**src/rtl/bus_arbiter.sv**
```systemverilog
// Bus ownership arbiter: the processor owns the bus by default, and DMA requesters take it round-robin.
// Each DMA tenure has a burst limit, and every change of owner passes through a one-cycle turnaround with no grant asserted.
module bus_arbiter #(
    parameter int  NREQ      = 4,
    parameter int  MAX_BURST = 16,
    localparam int ID_W      = $clog2(NREQ)
) (
    input  logic            clk,
    input  logic            rst_n,
    input  logic            cpu_busy,
    input  logic [NREQ-1:0] dreq,
    input  logic [NREQ-1:0] dlast,
    output logic            gnt_cpu,
    output logic [NREQ-1:0] gnt_dma,
    output logic [ID_W-1:0] owner,
    output logic            bus_idle,
    output logic            preempt
);

    typedef enum logic [1:0] {
        ST_CPU_OWN = 2'b00,
        ST_HANDOFF = 2'b01,
        ST_DMA_OWN = 2'b10,
        ST_RETURN  = 2'b11
    } state_t;

    localparam logic [7:0] BURST_LAST = 8'(MAX_BURST - 1);

    state_t          state_q, state_d;
    logic [ID_W-1:0] owner_q, owner_d;
    logic [ID_W-1:0] rr_ptr_q, rr_ptr_d;
    logic [7:0]      burst_cnt_q, burst_cnt_d;
    logic            gnt_cpu_q, gnt_cpu_d;
    logic [NREQ-1:0] gnt_dma_q, gnt_dma_d;
    logic            bus_idle_q, bus_idle_d;
    logic            preempt_q, preempt_d;

    logic [ID_W:0]   pick_s;
    logic            own_req_s;
    logic            own_last_s;
    logic            limit_s;
    logic            exit_s;

    // First requester at or after ptr, wrapping; the MSB of the result flags that a winner was found.
    function automatic logic [ID_W:0] rr_pick(input logic [NREQ-1:0] req, input logic [ID_W-1:0] ptr);
        logic [ID_W:0] res;
        int            idx;
        res = '0;
        for (int i = NREQ - 1; i >= 0; i--) begin
            idx = (int'(ptr) + i) % NREQ;
            if (req[idx]) begin
                res = {1'b1, ID_W'(idx)};
            end
        end
        return res;
    endfunction

    function automatic logic [NREQ-1:0] id_to_onehot(input logic [ID_W-1:0] id);
        logic [NREQ-1:0] v;
        v     = '0;
        v[id] = 1'b1;
        return v;
    endfunction

    function automatic logic [ID_W-1:0] next_id(input logic [ID_W-1:0] id);
        logic [ID_W-1:0] n;
        if (id == ID_W'(NREQ - 1)) begin
            n = '0;
        end else begin
            n = id + ID_W'(1'b1);
        end
        return n;
    endfunction

    assign pick_s     = rr_pick(dreq, rr_ptr_q);
    assign own_req_s  = dreq[owner_q];
    assign own_last_s = dlast[owner_q];
    assign limit_s    = (burst_cnt_q == BURST_LAST);
    assign exit_s     = own_last_s || !own_req_s || limit_s;

    // Next-state and next-output decode; the outputs are registered and follow the state being entered.
    always_comb begin
        state_d     = state_q;
        owner_d     = owner_q;
        rr_ptr_d    = rr_ptr_q;
        burst_cnt_d = burst_cnt_q;
        gnt_cpu_d   = 1'b0;
        gnt_dma_d   = '0;
        bus_idle_d  = 1'b0;
        preempt_d   = 1'b0;

        case (state_q)
            ST_CPU_OWN: begin
                if ((|dreq) && !cpu_busy) begin
                    state_d    = ST_HANDOFF;
                    bus_idle_d = 1'b1;
                end else begin
                    gnt_cpu_d  = 1'b1;
                end
            end
            ST_HANDOFF: begin
                if (pick_s[ID_W]) begin
                    state_d     = ST_DMA_OWN;
                    owner_d     = pick_s[ID_W-1:0];
                    burst_cnt_d = 8'd0;
                    gnt_dma_d   = id_to_onehot(pick_s[ID_W-1:0]);
                end else begin
                    state_d     = ST_CPU_OWN;
                    gnt_cpu_d   = 1'b1;
                end
            end
            ST_DMA_OWN: begin
                // burst_cnt only advances while below the limit, so it can never wrap.
                if (exit_s) begin
                    state_d     = ST_RETURN;
                    bus_idle_d  = 1'b1;
                    rr_ptr_d    = next_id(owner_q);
                    preempt_d   = limit_s && !own_last_s;
                end else begin
                    gnt_dma_d   = id_to_onehot(owner_q);
                    burst_cnt_d = burst_cnt_q + 8'd1;
                end
            end
            ST_RETURN: begin
                state_d   = ST_CPU_OWN;
                gnt_cpu_d = 1'b1;
            end
            default: begin
                state_d   = ST_CPU_OWN;
                gnt_cpu_d = 1'b1;
            end
        endcase
    end

    // State and output registers; the asynchronous reset drops any DMA grant at once.
    always_ff @(posedge clk or negedge rst_n) begin
        if (!rst_n) begin
            state_q     <= ST_CPU_OWN;
            owner_q     <= '0;
            rr_ptr_q    <= '0;
            burst_cnt_q <= 8'd0;
            gnt_cpu_q   <= 1'b1;
            gnt_dma_q   <= '0;
            bus_idle_q  <= 1'b0;
            preempt_q   <= 1'b0;
        end else begin
            state_q     <= state_d;
            owner_q     <= owner_d;
            rr_ptr_q    <= rr_ptr_d;
            burst_cnt_q <= burst_cnt_d;
            gnt_cpu_q   <= gnt_cpu_d;
            gnt_dma_q   <= gnt_dma_d;
            bus_idle_q  <= bus_idle_d;
            preempt_q   <= preempt_d;
        end
    end

    assign gnt_cpu  = gnt_cpu_q;
    assign gnt_dma  = gnt_dma_q;
    assign owner    = owner_q;
    assign bus_idle = bus_idle_q;
    assign preempt  = preempt_q;

endmodule

```
**config.mk**
```make
export PLATFORM = sky130hd
export DESIGN_NAME = bus_arbiter
export DESIGN_NICKNAME = d
export VERILOG_FILES = /design/src/rtl/bus_arbiter.sv
export SDC_FILE = /design/constraint.sdc
export NUM_CORES = 1
export LEC_CHECK = 0
export CORE_ASPECT_RATIO = 0.9
export CORE_MARGIN = 2
export CORE_UTILIZATION = 50
export CTS_BUF_LIST = sky130_fd_sc_hd__clkbuf_16
export CTS_CLUSTER_SIZE = 10
export DETAILED_ROUTE_END_ITERATION = 8
export GPL_TIMING_DRIVEN = 0
export HOLD_SLACK_MARGIN = 0.03
export PLACE_DENSITY = 0.75
export SYNTH_ARGS = -nofsm -noshare
export SYNTH_HDL_FRONTEND = slang
export SYNTH_SLANG_ARGS = --single-unit
```
**constraint.sdc**
```tcl
create_clock -name clk -period 2.85 [get_ports clk]
set_input_delay 0.4275 -clock clk [delete_from_list [all_inputs] [get_ports clk]]
set_output_delay 0.4275 -clock clk [all_outputs]
set_load 0.05 [all_outputs]
```
# Yosys cells after proc, flatten, opt, wreduce, memory -nomap -nowiden

Index checks and enable logic that the tools add are counted.

Bits of input ports: 11
Word-level logic and storage cells: 94
Bits in registers: 21
Output and inout bits: 9

Magnitude comparators: 8
Bitwise operators: 3
Equal/unequal tests: 9
$add $sub $neg: 5
Multiplexer cells: 42
Reduce and logical (&&, ||, !) cells: 19

Operators with widths:

| operator              | count |
|---|---|
| $mux W1               | 17 |
| $mux W8               | 2 |
| $pmux W8 S2           | 1 |
| $bmux W1 S2           | 6 |
| $lt A3 B4 Y1 const B  | 3 |
| $mux W3               | 4 |
| $lt A2 B3 Y1 const B  | 3 |
| $add A8 B1 Y8 const B | 1 |
| $eq A8 B4 Y1 const B  | 1 |
| $mux W2               | 4 |
| $mux W4               | 2 |
| $ne A2 B2 Y1 const B  | 4 |
| $pmux W2 S4           | 1 |
| $pmux W4 S2           | 1 |
| $eq A2 B2 Y1 const B  | 3 |
| $reduce_and A2 Y1     | 3 |
| $reduce_or A2 Y1      | 3 |
| $add A2 B1 Y2 const B | 2 |
| $add A2 B2 Y2 const B | 2 |
| $demux W1 S2          | 2 |
| $ge A2 B1 Y1 const B  | 2 |
| $logic_and A1 B1 Y1   | 4 |
| $reduce_or A4 Y1      | 1 |
| $and A1 B1 Y1 const A | 3 |
| 8 further kinds       | 11 |

# Logic depth before layout (Yosys ltp)

Word-level depth: 16
Gate-level depth with buffers: 7
Gate-level depth less buffers: 7

# Least setup slack after synthesis

OpenSTA, ideal clock, no wires.

Path type: reg2reg
From: reg owner_q[0] (netlist: owner[0])
To: reg burst_cnt_q[6]
Required time: 2.729 ns
Cell stages (with the launch flop): 7
Setup time: 0.121 ns
Slack: 0.446 ns
Clock period less this slack: 2.404 ns
Path buffers: 1
Arrival time: 2.283 ns
Path through: dfrtp_1 -> mux4_2 -> nand2b_1 -> buf_6 -> nor3_1 -> mux2_2 -> a22o_1

Cells in the longest elaborated chain, start to end: 7
Elaborated cells on any way between the ends: 9
Those cells by class: eq/ne (1); mux (4); reduce/logical (4)

Ends and longest elaborated chain:

| item                                 | line | source |
|---|---|---|
| start: declaration                   | 30   | `logic [ID_W-1:0] owner_q, owner_d;` |
| start signal: assignment             | 148  | `owner_q <= owner_d;` |
| $bmux W1 S2                          | 76   | `assign own_req_s = dreq[owner_q];` |
| $mux W1 (implied by the code)        | 76   |  |
| $logic_not A1 Y1                     | 79   | `assign exit_s = own_last_s \|\| !own_req_s \|\| limit_s;` |
| $logic_or A1 B1 Y1 (*) (2 in series) | 79   |  |
| $ne A2 B2 Y1 (no line) (*)           | n/a  |  |
| $reduce_and A3 Y1 (no line) (*)      | n/a  |  |
| end signal: assignment               | 150  | `burst_cnt_q <= burst_cnt_d;` |
| end: declaration                     | 32   | `logic [7:0] burst_cnt_q, burst_cnt_d;` |

Every way passes the cells marked *; elsewhere a longest branch is shown, timed or not. The select of a mux whose other input is x is not followed.
A chain may end at the register's enable or synchronous reset.

# Final worst setup path

From: in dreq[1]
To: reg burst_cnt_q[3]

Cells in the longest elaborated chain, start to end: 9
Elaborated cells on any way between the ends: 23
Those cells by class: eq/ne (2); mux (17); reduce/logical (4)

Ends and longest elaborated chain:

| item                                        | line | source |
|---|---|---|
| start: declaration                          | 11   | `input logic [NREQ-1:0] dreq,` |
| $bmux W1 S2                                 | 51   | `if (req[idx]) begin` |
| $mux W1 (implied by the code) (2 in series) | 51   |  |
| $mux W3 (4 in series)                       | 51   |  |
| $ne A2 B2 Y1 (no line)                      | n/a  |  |
| $reduce_and A3 Y1 (no line) (*)             | n/a  |  |

Marked as above.

==> flow_summary.yaml <==
outcome:
  status: "completed"
critical_path:
  path_cells: "clkdlybuf4s50_1 -> nor4_1 -> a21o_1 -> clkbuf_1 -> a21oi_1 -> a211oi_1"
  critPathTopFamily: "buffers and inverters"
  critical_path_buf_inv_count: 2
  cp.required_ns: 3.01
  crit_path_max_fanout: 10
  end_kind: "flop"
  startpoint_type: "input port"
  worstSetupPathType: "in -> reg"
  arrival_ns: 2.50
  crit_slowest_cell: "clkdlybuf4s50_1"
  slowest_delay_ns: 0.51
timing:
  finalSetupViolCount: 0
  worstMarginPinSlew_ns: 0.941
  finalSetupTns_ns: 0
  clock_skew_ns: 0.000680
  min_period_over_period: 0.821
  hold_ws_ns: 0.552
  max_freq_mhz: 427
  rsz0062_at_grt: "false"
  drv_slew: 0
  hold_viol_final: 0
  period_needed_ns: 2.34
  relSlewSlack: 0.371
cells_and_area:
  final_util: 0.652
  layout.nets: 180
  design_area_um2: 1590
  multi_input_area_um2: 714
  syn_to_final_growth_pct: 23.6
  antenna_cells: 0
  fillerInstances: 201
  regArea_um2: 527
  drive_above_1_share: 0.0881
detailed_routing:
  drt-initial-drc-count: 22
  drtPass1Iterations: 4
  drt_wl_total_mm: 2.77
  viasPerCell: 5.88
  vias: 1100
  drt_drc_violations_left: 0
  ant_nets: 0
  wl_per_cell_um: 14.8
power:
  p_switching_uw: 675
  p_int_uw: 847
  power.total_mw: 1.52
  leakage_nw: 0.706
  p_per_area_nw_per_um2: 954
  p_clk_frac: 0.189
  switching_share: 0.444
  pwr-share-seq: 0.297
  ir_drop_v: 0.000650
  combPwrFrac: 0.514
global_route:
  grt_max_degree: 22
  globalRoute.totalOverflow: 0
  grt_pass1_vias: 1028
  grt_pass1_wl_mm: 4.74
  track_usage: 0.208
  antenna_found_initial: 0
clocking:
  cts-hold-fix-buffers: 0
  htree_levels: 1
  cts_buffer_depth: 2
  cts_root_buffer: "clkbuf_16"
  cts_tree: "built"
  post_cts_buffers: 0
  clk_latency_ns: 0.25
  cts_resized: 0
  clkTransAtPathRegs_ns: 0.05
  cts-buffers-inserted: 3
  numClockSinks: 21
placement:
  hpwl_mm: 2.01
  placed_area_um2: 1520
  port-buffer-count: 19
  gp_congestion: 0.795
floorplan:
  die-width_um: 57.5
  die_h_um: 52.2
  dieArea_um2: 3000
  rows: 17
  core_area_um2: 2450
  initial_core_util: 0.527
  io_pins: 20
synthesis:
  yosysSeqAreaShare: 0.408
  synth_nets: 156
  netlist_area_um2: 1290
  yosys_warnings: 0
  ys_ff_latch: 21
  synth.avg_cell_area_um2: 9.49
  yosysUniqueCellTypes: 38
  synthesis.instances: 136
hold_path:
  hold_class: "reg -> reg"
flow_run:
  maxCapViolCount: 0
==> logic make-up after synthesis <==
kind of cell             count (synthesis)  share of synthesized area
AO/OA/AOI/OAI                           31                      0.174
adder cells (fa/ha/maj)                  9                     0.0873
buffers and inverters                   11                     0.0378
flip-flops                              21                      0.408
multiplexers                             7                     0.0776
AND/OR/NAND/NOR                         57                      0.215
==> per-stage QoR <==
| step | instances | setup WS (ns) |
|---|---|---|
| after floorplan | 136 | 0.446 |
| after global placement | 183 | 0.330 |
| after detailed placement | 183 | 0.274 |
| after CTS | 187 | 0.516 |
| after global routing | 187 | 0.239 |
| final | 187 | 0.510 |
==> synth_stat cells <==
| library cell | n | area, um^2 |
|---|---|---|
| a31oi_1 | 1 | 6.26 |
| a32oi_1 | 2 | 17.5 |
| a22o_2 | 1 | 10.0 |
| nand3_1 | 3 | 15.0 |
| a211oi_1 | 2 | 15.0 |
| o32ai_1 | 3 | 26.3 |
| and3b_1 | 1 | 8.76 |
| nor3_1 | 4 | 20.0 |
| inv_1 | 7 | 26.3 |
| nand2_1 | 22 | 82.6 |
| or3_1 | 1 | 6.26 |
| o31ai_1 | 1 | 7.51 |
| nand3b_1 | 1 | 7.51 |
| o311ai_0 | 1 | 8.76 |
| nand2b_1 | 3 | 18.8 |
| a22o_1 | 3 | 26.3 |
| o32a_1 | 1 | 10.0 |
| clkbuf_1 | 3 | 11.3 |
| a21o_1 | 3 | 22.5 |
| mux4_2 | 2 | 45.0 |
| a21boi_0 | 1 | 7.51 |
| dfstp_2 | 1 | 26.3 |
| o21ai_1 | 1 | 5.00 |
| buf_6 | 1 | 11.3 |
| or4_1 | 2 | 15.0 |
| o211ai_1 | 2 | 15.0 |
| mux2_2 | 4 | 45.0 |
| dfrtp_1 | 20 | 500 |
| and3_1 | 2 | 12.5 |
| o21ai_0 | 3 | 15.0 |
| a21oi_1 | 5 | 25.0 |
| nor3_2 | 2 | 20.0 |
| mux2i_1 | 1 | 10.0 |
| nor4_1 | 3 | 18.8 |
| nor3b_1 | 1 | 7.51 |
| ha_1 | 9 | 113 |
| o22ai_1 | 1 | 6.26 |
| nor2_1 | 12 | 45.0 |
==> power by group through the flow <==
stage	clock [mW]	combinational, mW	sequential, mW
6_report	0.288	0.781	0.452
5_1_grt	0.307	0.858	0.464
4_1_cts	0.294	0.777	0.451
3_5_place_dp	0	0.777	0.456
3_3_place_gp	0	0.760	0.452
2_1_floorplan	0	0.442	0.569
==> metal layers <==
layer	share of wire	track usage	wire length, um	vias up
li1	-	-	-	547
met1	0.48	0.289	1330	515
met2	0.46	0.333	1270	36
met3	0.056	0.0568	154	2
met4	0.0036	0.0310	10	0
met5	0	0	0	-
==> flip-flops by register name, indices dropped and copies added, names as in the netlist, named ones only <==
register,cells
burst_cnt_q,8
gnt_dma,4
state_q,1
owner,2
bus_idle,1
preempt,1
rr_ptr_q,2
gnt_cpu,1
==> tightest hold or removal path, cell delays in order, from the launching register on <==
cell and delay (ns):
dfrtp_1 0.39, nand2_1 0.06, o31ai_1 0.06
==> area by class of cell <==
type	count	area share
plain buffers	4	0.0141
clock buffers	3	0.0471
clock inverters	1	0.00235
inverters	7	0.0165
multi-input cells	104	0.448
flip-flops and latches	21	0.330
well taps	28	0.0220
repair buffers	19	0.119
==> placed cells by master, fill, tap and decap left out, drive strengths merged, types with 3 or more instances in the layout <==
| cell type | synthesis | final |
|---|---|---|
| a21o | 3 | 3 |
| a21oi | 5 | 5 |
| a22o | 4 | 4 |
| clkbuf | 3 | 6 |
| clkdlybuf4s50 | 0 | 19 |
| dfrtp | 20 | 20 |
| ha | 9 | 9 |
| inv | 7 | 8 |
| mux2 | 4 | 4 |
| nand2 | 22 | 22 |
| nand2b | 3 | 3 |
| nand3 | 3 | 3 |
| nor2 | 12 | 12 |
| nor3 | 6 | 6 |
| nor4 | 3 | 3 |
| o21ai | 4 | 4 |
| o32ai | 3 | 3 |
==> final timing paths <==
path | endpoint | slack, ns | start | cells after the start
hold / removal | rr_ptr_q[0] | 0.55 | rr_ptr_q[0] | 2
setup reg to reg | flop | 0.52 | owner[0] | 6
min in group asynchronous | bus_idle | 0.71 | rst_n | 1
max in group asynchronous | burst_cnt_q[5] | 1.57 | rst_n | 1
hold reg to reg | rr_ptr_q[0] | 0.55 | rr_ptr_q[0] | 2
setup / recovery | burst_cnt_q[3] | 0.51 | dreq[1] | 6
Power figures use the tool's default switching activity.
